<file path="src/rtl/mult_pkg.sv">
// Shared types and helpers for the sequential signed multiplier.
package mult_pkg;

  typedef enum logic [1:0] {
    IDLE = 2'd0,
    RUN  = 2'd1,
    SIGN = 2'd2
  } state_t;

  localparam logic MODE_SM = 1'b0;
  localparam logic MODE_TC = 1'b1;

  // Width of the iteration counter; counts 0..W-1.
  function automatic int cnt_width(input int w);
    return (w > 2) ? $clog2(w) : 1;
  endfunction

endpackage

</file>
<file path="src/rtl/mult_operand_cond.sv">
// Splits one operand into sign and unsigned magnitude for either encoding.
module mult_operand_cond
  import mult_pkg::*;
#(
  parameter int W = 4
) (
  input  logic [W-1:0] x,
  input  logic         mode,
  output logic         sign,
  output logic [W-1:0] mag
);

  // TC magnitude of -2^(W-1) is 2^(W-1), which still fits in W unsigned bits.
  always_comb begin
    sign = x[W-1];
    mag  = {W{1'b0}};
    case (mode)
      MODE_SM: mag = {1'b0, x[W-2:0]};
      MODE_TC: begin
        if (x[W-1]) begin
          mag = ~x + {{(W-1){1'b0}}, 1'b1};
        end else begin
          mag = x;
        end
      end
      default: mag = {W{1'b0}};
    endcase
  end

endmodule

</file>
<file path="src/rtl/seq_signed_multiplier.sv">
// Multi-cycle signed multiplier: radix-2 shift-add on magnitudes, sign applied last.
module seq_signed_multiplier
  import mult_pkg::*;
#(
  parameter int W = 4
) (
  input  logic           clk,
  input  logic           rst_n,
  input  logic           start,
  input  logic           mode,
  input  logic [W-1:0]   a,
  input  logic [W-1:0]   b,
  output logic           busy,
  output logic           done,
  output logic [2*W-1:0] p
);

  localparam int            CW       = cnt_width(W);
  localparam logic [CW-1:0] CNT_LAST = CW'(W - 1);

  state_t           state_q, state_d;
  logic [CW-1:0]    cnt_q, cnt_d;
  logic [2*W-1:0]   acc_q, acc_d;
  logic [W-1:0]     mplr_q, mplr_d;
  logic [W-1:0]     mag_a_q, mag_a_d;
  logic             sign_q, sign_d;
  logic             mode_q, mode_d;
  logic             busy_q, busy_d;
  logic             done_q, done_d;
  logic [2*W-1:0]   p_q, p_d;

  logic             sign_a_s, sign_b_s;
  logic [W-1:0]     mag_a_s, mag_b_s;
  logic [2*W-1:0]   addend_s;
  logic [2*W-1:0]   result_s;

  mult_operand_cond #(.W(W)) u_cond_a (
    .x    (a),
    .mode (mode),
    .sign (sign_a_s),
    .mag  (mag_a_s)
  );

  mult_operand_cond #(.W(W)) u_cond_b (
    .x    (b),
    .mode (mode),
    .sign (sign_b_s),
    .mag  (mag_b_s)
  );

  assign addend_s = {{W{1'b0}}, mag_a_q} << cnt_q;

  // SM never yields negative zero; TC negates the whole 2W-bit accumulator.
  always_comb begin
    result_s = acc_q;
    case (mode_q)
      MODE_SM: begin
        if (acc_q == {(2*W){1'b0}}) begin
          result_s = {(2*W){1'b0}};
        end else begin
          result_s = {sign_q, acc_q[2*W-2:0]};
        end
      end
      MODE_TC: begin
        if (sign_q) begin
          result_s = ~acc_q + {{(2*W-1){1'b0}}, 1'b1};
        end else begin
          result_s = acc_q;
        end
      end
      default: result_s = {(2*W){1'b0}};
    endcase
  end

  // Next-state and datapath control.
  always_comb begin
    state_d = state_q;
    cnt_d   = cnt_q;
    acc_d   = acc_q;
    mplr_d  = mplr_q;
    mag_a_d = mag_a_q;
    sign_d  = sign_q;
    mode_d  = mode_q;
    busy_d  = busy_q;
    done_d  = 1'b0;
    p_d     = p_q;
    case (state_q)
      IDLE: begin
        if (start) begin
          mode_d  = mode;
          mag_a_d = mag_a_s;
          mplr_d  = mag_b_s;
          sign_d  = sign_a_s ^ sign_b_s;
          acc_d   = {(2*W){1'b0}};
          cnt_d   = {CW{1'b0}};
          busy_d  = 1'b1;
          state_d = RUN;
        end else begin
          busy_d  = 1'b0;
          state_d = IDLE;
        end
      end
      RUN: begin
        if (mplr_q[0]) begin
          acc_d = acc_q + addend_s;
        end else begin
          acc_d = acc_q;
        end
        mplr_d = mplr_q >> 1;
        cnt_d  = cnt_q + {{(CW-1){1'b0}}, 1'b1};
        if (cnt_q == CNT_LAST) begin
          state_d = SIGN;
        end else begin
          state_d = RUN;
        end
      end
      SIGN: begin
        p_d     = result_s;
        done_d  = 1'b1;
        busy_d  = 1'b0;
        state_d = IDLE;
      end
      default: begin
        busy_d  = 1'b0;
        state_d = IDLE;
      end
    endcase
  end

  // All state and outputs are registered; reset aborts any operation.
  always_ff @(posedge clk or negedge rst_n) begin
    if (!rst_n) begin
      state_q <= IDLE;
      cnt_q   <= {CW{1'b0}};
      acc_q   <= {(2*W){1'b0}};
      mplr_q  <= {W{1'b0}};
      mag_a_q <= {W{1'b0}};
      sign_q  <= 1'b0;
      mode_q  <= 1'b0;
      busy_q  <= 1'b0;
      done_q  <= 1'b0;
      p_q     <= {(2*W){1'b0}};
    end else begin
      state_q <= state_d;
      cnt_q   <= cnt_d;
      acc_q   <= acc_d;
      mplr_q  <= mplr_d;
      mag_a_q <= mag_a_d;
      sign_q  <= sign_d;
      mode_q  <= mode_d;
      busy_q  <= busy_d;
      done_q  <= done_d;
      p_q     <= p_d;
    end
  end

  assign busy = busy_q;
  assign done = done_q;
  assign p    = p_q;

endmodule

</file>
<file path="config.mk">
export PLATFORM = sky130hd
export DESIGN_NAME = seq_signed_multiplier
export DESIGN_NICKNAME = d
export VERILOG_FILES = /design/src/rtl/mult_pkg.sv /design/src/rtl/mult_operand_cond.sv /design/src/rtl/seq_signed_multiplier.sv
export SDC_FILE = /design/constraint.sdc
export NUM_CORES = 1
export LEC_CHECK = 0
export BUFFER_PORTS_ARGS = -buffer_cell sky130_fd_sc_hd__buf_2
export CAP_MARGIN = 5
export CELL_PAD_IN_SITES_DETAIL_PLACEMENT = 1
export CELL_PAD_IN_SITES_GLOBAL_PLACEMENT = 2
export CORE_MARGIN = 10
export CORE_UTILIZATION = 35
export DETAILED_ROUTE_END_ITERATION = 10
export PLACE_DENSITY = 0.75
export SLEW_MARGIN = 20
export SYNTH_ARGS = -nofsm -noshare
export SYNTH_HDL_FRONTEND = slang
export SYNTH_HIERARCHICAL = 1
export SYNTH_SLANG_ARGS = --single-unit
</file>
<file path="constraint.sdc">
create_clock -name clk -period 3.2 [get_ports clk]
set_input_delay 0.48 -clock clk [delete_from_list [all_inputs] [get_ports clk]]
set_output_delay 0.48 -clock clk [all_outputs]
set_load 0.05 [all_outputs]
</file>
==> results of run 1 <==
[power groups by stage]
stage / Clock [mW] / Combinational (mW) / Sequential, mW
6_report: 0.437 / 1.10 / 0.763
5_1_grt: 0.468 / 1.24 / 0.802
4_1_cts: 0.447 / 1.12 / 0.767
3_5_place_dp: 0 / 1.11 / 0.776
3_3_place_gp: 0 / 1.09 / 0.773
2_1_floorplan: 0 / 0.800 / 0.840
[through the flow]
stage / power, mW / setup slack, ns / hold WS [ns] / util, %
global route: 2.51 / 0.677 / 0.310 / 40.9
CTS: 2.33 / 0.841 / 0.279 / 40.9
floorplan: 1.64 / 0.933 / 0.184 / -
detailed placement: 1.88 / 0.897 / 0.474 / 38.6
global placement: 1.87 / 0.899 / 0.455 / 38.6
finish: 2.30 / 0.860 / 0.249 / 40.9
[worst paths after layout]
kind / startpoint / end / slack, ns / depth (start not counted)
worst min register to register: p[3]$_DFFE_PN0P_ / p[3]$_DFFE_PN0P_ / 0.49 / 2
min in group clk: a[0] / mag_a_q[0]$_DFFE_PN0P_ / 0.46 / 2
max in group asynchronous: rst_n / mag_a_q[0]$_DFFE_PN0P_ / 2.47 / 1
worst min-delay path: rst_n / done$_DFF_PN0_ / 0.25 / 1
worst max-delay path: cnt_q[1]$_DFFE_PN0P_ / acc_q[7]$_DFFE_PN0P_ / 0.86 / 8
worst max register to register: cnt_q[1]$_DFFE_PN0P_ / acc_q[7]$_DFFE_PN0P_ / 0.86 / 8
[kinds of logic after synthesis]
group           Yosys count  synth area share [%]
fa+ha+maj                12                  7.76
xor+xnor                 11                  4.74
simple gates             61                  17.3
mux                      14                  7.82
flops                    32                  39.4
compound gates           56                  17.8
buf+inv                  20                  5.17
[layer usage]
metal  routed length (um)  up-vias
met1                 2100      744
met3                  231        8
met5                    0        -
li1                     -      765
met4                   57        0
met2                 2100       25
[sequential cells by signal, indices dropped and copies added, names as in the netlist]
signal / cells
cnt_q: 2
state_q: 2
mplr_q: 4
mag_a_q: 4
mode_q: 1
done: 1
p: 8
acc_q: 8
sign_q: 1
busy: 1
[cells in the final DEF, fill, tap and decap left out, drive strengths merged, types with 2 or more instances in the layout]
master | Yosys | layout
nor2b | 6 | 6
nor3 | 4 | 4
mux2i | 5 | 5
and2 | 2 | 2
o21ai | 16 | 16
mux2 | 9 | 9
a21o | 4 | 4
inv | 8 | 8
dfrtp | 32 | 32
a22o | 5 | 5
a31oi | 2 | 2
nand2b | 3 | 3
nand2 | 19 | 19
ha | 11 | 11
nor4 | 3 | 3
nor3b | 4 | 4
nor2 | 8 | 8
clkbuf | 3 | 7
a21oi | 13 | 13
o31ai | 3 | 3
nand3b | 4 | 4
xnor2 | 10 | 10
and2b | 2 | 2
a211oi | 5 | 5
buf | 9 | 21
and3 | 2 | 2
a22oi | 3 | 3
[cell type report]
type | instances | area share (%)
Clock buffer | 7 | 4.23
Sequential cell | 32 | 35.1
Tap cell | 72 | 3.95
Multi-Input combinational cell | 154 | 49.4
Timing Repair Buffer | 21 | 4.61
Clock inverter | 1 | 1.32
Inverter | 8 | 1.32
==> run summary, run 1 <==
======================================================================================================
Run status                                                                                finished, final reports clean
Share of total power in sequential cells                                                         33.2%
Dominant delay contributor by cell family on the critical path                            compound AO/OA/AOI/OAI gates
Met2 Resource Use GR                                                                             17.8%
Cell Area, Placed                                                                             2150 um2
Met3 Resource Use GR                                                                             2.96%
Share of the cycle needed by the critical path after routing                                     73.1%
Switch share                                                                                     43.7%
Maximum fanout count along the critical path                                                        10
Synth Register Bits                                                                                 32
Crit path capture type                                                                        register
Wire length of the first global-routing pass                                                   8090 um
Cts-stage hold buffer count                                                                          0
Residual antenna-violating net count after detailed routing                                          0
Floorplan Core Area                                                                           5570 um2
Remaining Overflow, GRT                                                                              0
Max-cap viol count                                                                                   0
Final Max Tran Viols                                                                                 0
TritonCTS clock tree                                                                             built
Number of distinct library cells after synthesis                                                    47
Overall die area                                                                              9250 um2
Cell with the most instances after synthesis                                                   dfrtp_1
Maximum buffer depth of the clock tree                                                               2
Boundary Pins                                                                                       22
Power density relative to cell area                                                        1010 nW/um2
Core Rows                                                                                           27
Number of global-route vias before repair                                                         1692
Clock transition at the register clock pins on the worst setup and hold paths after CTS        0.08 ns
Count of buffer and inverter cells on the critical path                                              0
# clock sinks                                                                                       32
Post-route minimum period                                                                      2.34 ns
Total Neg Setup Slack                                                                             0 ns
Setup repair after global routing missed its margin                                              false
Clock latency on the worst-skew pair                                                           0.29 ns
Crit start category                                                                           register
Master of the slowest instance on the critical path                                            dfrtp_1
Buffer cell driving the clock tree root                                                       clkbuf_8
Busiest grt layer                                                                                 met2
Routed via count                                                                                  1542
Worst max-slew margin expressed relative to the limit                                            51.0%
Width of the die                                                                               96.2 um
Port bufs                                                                                           21
Delay of the slowest critical-path stage                                                       0.52 ns
Fraction of synthesized cell area taken by the top area cell type                                39.4%
Type of the tightest min-delay check                                                      input pin to async pin
Share of layout cells above drive strength 1                                                     20.2%
Average vias per placed instance                                                                  5.23
Internal                                                                                       1.29 mW
HPWL after DPL                                                                                 3410 um
Standby leakage power                                                                          1.05 nW
Average cell area after synthesis                                                             9.86 um2
CP Data Arrival Time                                                                           2.56 ns
Area Growth Syn to Fin                                                                           12.1%
Total non-filler cell area in the finished layout                                             2280 um2
Total CTS buffers                                                                                    5
Count of flip-flops with a built-in enable after synthesis                                           0
Number of H-tree branching levels                                                                    2
Syn_nets                                                                                           230
Filler cells                                                                                       656
Number of instances in the synthesized netlist                                                     206
Number of endpoints failing setup at the final stage                                                 0
Total length of routed wires                                                                   4490 um
Synthesis Warnings                                                                                   6
Asr flop ratio synth                                                                              100%
Footprint of the multi-input gates                                                            1130 um2
Maximum clock frequency                                                                      0.427 GHz
ANT cells                                                                                            0
Number of hold violations in the final report                                                        0
Post-synthesis cell type with the largest combined area                                        dfrtp_1
Placer's final routability congestion estimate                                                   0.734
First DRT Iteration DRCs                                                                            48
Synth top cells by count                                                                  dfrtp_1, nand2_1, a21oi_1, o21ai_0, ha_1
Worst voltage drop across the vdd grid                                                      0.000324 V
Reported net switching power                                                                   1.00 mW
Area occupied by registers                                                                     801 um2
Ys flop type                                                                                   dfrtp_1
Power share of the combinational group                                                           47.8%
# DRC                                                                                                0
Combined global-route utilization of all metal layers                                            11.0%
Post-CTS setup buffer count                                                                          0
Sequential element share of the synthesized area                                                 39.4%
Portion of total power attributed to the clock network                                           19.0%
Cell count after placement                                                                         287
CP cell instances                                                                         mux2_2 > nor2_1 > a21oi_1 > ha_1 > o211ai_1 > o21a_1 > a221oi_2 > mux2i_1
Worst EP required                                                                              3.42 ns
Post-detailed-route wirelength per cell                                                        15.2 um
First-pass iteration count of the detailed router                                                    4
Net count of the finished layout                                                                   246
CTS-repair resized insts                                                                             0
Pin count of the biggest net entering global routing                                                33
Area of the mapped netlist                                                                    2030 um2
Met1 Usage GRT                                                                                   13.7%
Skew final                                                                                  0.00931 ns
Starting density of the core                                                                     36.5%
Die span in y                                                                                  96.2 um
Worst-margin pin slew                                                                         0.735 ns
Critical setup path kind                                                                  register to register
Initial antenna violation count                                                                      0
Non-filler instance count after layout                                                             295
Dominant cells by area after synthesis                                                    dfrtp_1, ha_1, xnor2_1
======================================================================================================
No activity file was read; power rests on OpenSTA's default activity.
==> run 2, diff against run 1 <==
--- a/config.mk
+++ b/config.mk
@@ -10,9 +10,9 @@
 export CELL_PAD_IN_SITES_DETAIL_PLACEMENT = 1
 export CELL_PAD_IN_SITES_GLOBAL_PLACEMENT = 2
 export CORE_MARGIN = 10
-export CORE_UTILIZATION = 35
+export CORE_UTILIZATION = 34
 export DETAILED_ROUTE_END_ITERATION = 10
-export PLACE_DENSITY = 0.75
+export PLACE_DENSITY = 0.76
 export SLEW_MARGIN = 20
 export SYNTH_ARGS = -nofsm -noshare
 export SYNTH_HDL_FRONTEND = slang
==> constraint.sdc (replaced) <==
create_clock -name clk -period 2.11 [get_ports clk]
set_input_delay 0.3165 -clock clk [delete_from_list [all_inputs] [get_ports clk]]
set_output_delay 0.3165 -clock clk [all_outputs]
set_load 0.05 [all_outputs]
==> run 2 against run 1 <==
- via count up 1.1%
- flip-flop and latch count unchanged
- sequential share of layout area down 1.8 points
- global-route usage down 0.82 points
- combinational power up 84%
- cell count up 5.8%
- critical path depth unchanged
- clock power up 19%
- largest cell class unchanged
==> run summary, run 2 (synthesis gave the netlist of run 1 again) <==
======================================================================================================
Overall die area                                                                              9470 um2   +2.3%
Residual antenna-violating net count after detailed routing                                          0   unchanged
TritonCTS clock tree                                                                             built
Worst-margin pin slew                                                                         0.738 ns   +0.00299 ns
HPWL after DPL                                                                                 3590 um   +5.2%
Met1 Usage GRT                                                                                   11.9%   -1.8 points
Non-filler instance count after layout                                                             312   +5.8%
Crit Reg-Reg Endpoint                                                                     acc_q[6]$_DFFE_PN0P_
Cts-stage hold buffer count                                                                          0   unchanged
Met2 Resource Use GR                                                                             16.9%   -0.90 points
Width of the die                                                                               97.3 um   +1.2%
Worst EP required                                                                              2.33 ns   -1.09 ns
Overall power of the completed layout                                                          3.66 mW   +59%
Crit start category                                                                           register
Filler cells                                                                                       670   +2.1%
Port bufs                                                                                           21   unchanged
Clock transition at the register clock pins on the worst setup and hold paths after CTS        0.07 ns   about the same
Standby leakage power                                                                          1.11 nW   +5.8%
Share of the cycle needed by the critical path after routing                                     99.2%   +26 points
Delay of the slowest critical-path stage                                                       0.47 ns   -0.05 ns
Maximum fanout count along the critical path                                                         4   -6
Worst voltage drop across the vdd grid                                                      0.000451 V   +39%
Die span in y                                                                                  97.3 um   +1.2%
Cell count after placement                                                                         303   +5.6%
Worst max-slew margin expressed relative to the limit                                            50.8%   -0.20 points
Floorplan Core Area                                                                           5850 um2   +5.0%
First-pass iteration count of the detailed router                                                    4   unchanged
Area Growth Syn to Fin                                                                           18.4%
Master of the slowest instance on the critical path                                              or4_1
Reg-to-reg critical path startpoint                                                       cnt_q[1]$_DFFE_PN0P_
Pin count of the biggest net entering global routing                                                33   unchanged
Boundary Pins                                                                                       22   unchanged
Crit path capture type                                                                        register
First DRT Iteration DRCs                                                                            50   +4.2%
Setup repair after global routing missed its margin                                               true
# clock sinks                                                                                       32   unchanged
Remaining Overflow, GRT                                                                              0   unchanged
Slack of the worst reg-to-reg path                                                             0.02 ns   -0.84 ns
Final Max Tran Viols                                                                                 0   unchanged
Most common cell after layout, fill and taps aside                                             dfrtp_1
Number of hold violations in the final report                                                        0   unchanged
Commonest non-fill, non-tap cells in the layout                                           dfrtp_1, buf_2, nand2_1
Core Rows                                                                                           28   +3.7%
Combined global-route utilization of all metal layers                                            10.1%   -0.82 points
Max-cap viol count                                                                                   0   unchanged
Clock latency on the worst-skew pair                                                           0.28 ns   about the same
Wire length of the first global-routing pass                                                   8080 um   -0.17%
Share of layout cells above drive strength 1                                                     28.7%   +8.5 points
Number of endpoints failing setup at the final stage                                                 0   unchanged
Placer's final routability congestion estimate                                                   0.694   -5.4%
Initial antenna violation count                                                                      0   unchanged
Post-detailed-route wirelength per cell                                                        15.1 um   -0.78%
Met3 Resource Use GR                                                                             3.27%   +0.31 points
Total length of routed wires                                                                   4720 um   +4.9%
Busiest grt layer                                                                                 met2
Buffer cell driving the clock tree root                                                       clkbuf_8
Maximum buffer depth of the clock tree                                                               2   unchanged
R2R cell count                                                                                       8   unchanged
Skew final                                                                                  0.00459 ns   -0.00473 ns
Number of H-tree branching levels                                                                    2   unchanged
Total CTS buffers                                                                                    5   unchanged
# DRC                                                                                                0   unchanged
Maximum clock frequency                                                                      0.478 GHz   +12%
Power density relative to cell area                                                        1520 nW/um2   +51%
ANT cells                                                                                            0   unchanged
Average vias per placed instance                                                                  5.00   -4.4%
Type of the tightest min-delay check                                                      input pin to async pin
Routed via count                                                                                  1559   +1.1%
CP Data Arrival Time                                                                           2.32 ns   -0.24 ns
Post-route minimum period                                                                      2.09 ns   -0.246 ns
Net count of the finished layout                                                                   261   +6.1%
Utilization of the core after routing                                                            41.1%   +0.25 points
Dominant delay contributor by cell family on the critical path                            simple AND/OR/NAND/NOR gates
Critical setup path kind                                                                  register to register
Number of global-route vias before repair                                                         1742   +3.0%
Count of buffer and inverter cells on the critical path                                              1   +1
Starting density of the core                                                                     34.7%   -1.7 points
Run status                                                                                finished, final reports clean
CP cell instances                                                                         buf_4 > nor3b_1 > ha_2 > fa_2 > a211oi_2 > nor2_1 > or4_1 > nand3_1
======================================================================================================
run 2: cell types whose count changed in the layout (fill, tap and decap cells not counted), sizes merged:
cell    delta
bufinv     -1
buf       +15
run 2: final cells by class:
type / count / area (um2) / area share, %
clock buffers: 7 / 96.3 / 4.00
inverters: 8 / 30.0 / 1.25
multi-input cells: 154 / 1170 / 48.5
flip-flops and latches: 32 / 802 / 33.3
well taps: 75 / 93.8 / 3.90
repair buffers: 36 / 218 / 9.05
run 2: worst max-delay path by stage:
stage | startpoint | end | slack [ns] | depth (start not counted)
after CTS | cnt_q[1]$_DFFE_PN0P_ | acc_q[7]$_DFFE_PN0P_ | 0.01 | 8
after detailed placement | cnt_q[1]$_DFFE_PN0P_ | acc_q[7]$_DFFE_PN0P_ | -0.05 | 8
after floorplan | cnt_q[1]$_DFFE_PN0P_ | acc_q[6]$_DFFE_PN0P_ | 0.006 | 9
after global placement | cnt_q[1]$_DFFE_PN0P_ | acc_q[6]$_DFFE_PN0P_ | 0.002 | 7
after global routing | cnt_q[1]$_DFFE_PN0P_ | acc_q[7]$_DFFE_PN0P_ | -0.12 | 8
final | cnt_q[1]$_DFFE_PN0P_ | acc_q[6]$_DFFE_PN0P_ | 0.02 | 8
run 2: what timing repair did:
item / 4_1_cts / 5_1_grt
pin swaps: 2 / 6
buffers inserted: 1 / 1
resized for setup: 3 / 7
endpoints found under the setup margin: 2 / 4
run 2: worst register-to-register path, cell delays in order (launching register included):
cell      delay (ns)
dfrtp_1         0.42
buf_4           0.14
nor3b_1         0.05
ha_2            0.19
fa_2            0.35
a211oi_2        0.24
nor2_1          0.08
or4_1           0.47
nand3_1         0.09
run 2: routing by layer:
metal	share of wire, %	vias to the layer above
li1	-	791
met1	47	735
met2	48	27
met3	4.2	6
met4	0.53	0
met5	0	-
run 2: where the power goes:
part / leakage, nW / switching, mW / internal [mW]
sequential: 0.413 / 0.270 / 0.842
clock: 0.0503 / 0.231 / 0.291
combinational: 0.650 / 1.10 / 0.922
run 2: through the flow:
step                      instance area, um2  worst slack [ns]  TNS, ns  hold WS (ns)
after detailed placement                2260           -0.0484  -0.0584         0.440
after floorplan                         2040           0.00617        0        0.0209
after global placement                  2260           0.00162        0         0.426
final                                   2410            0.0167        0        0.0908
after global routing                    2410            -0.124   -0.280         0.160
after CTS                               2370            0.0117        0         0.124
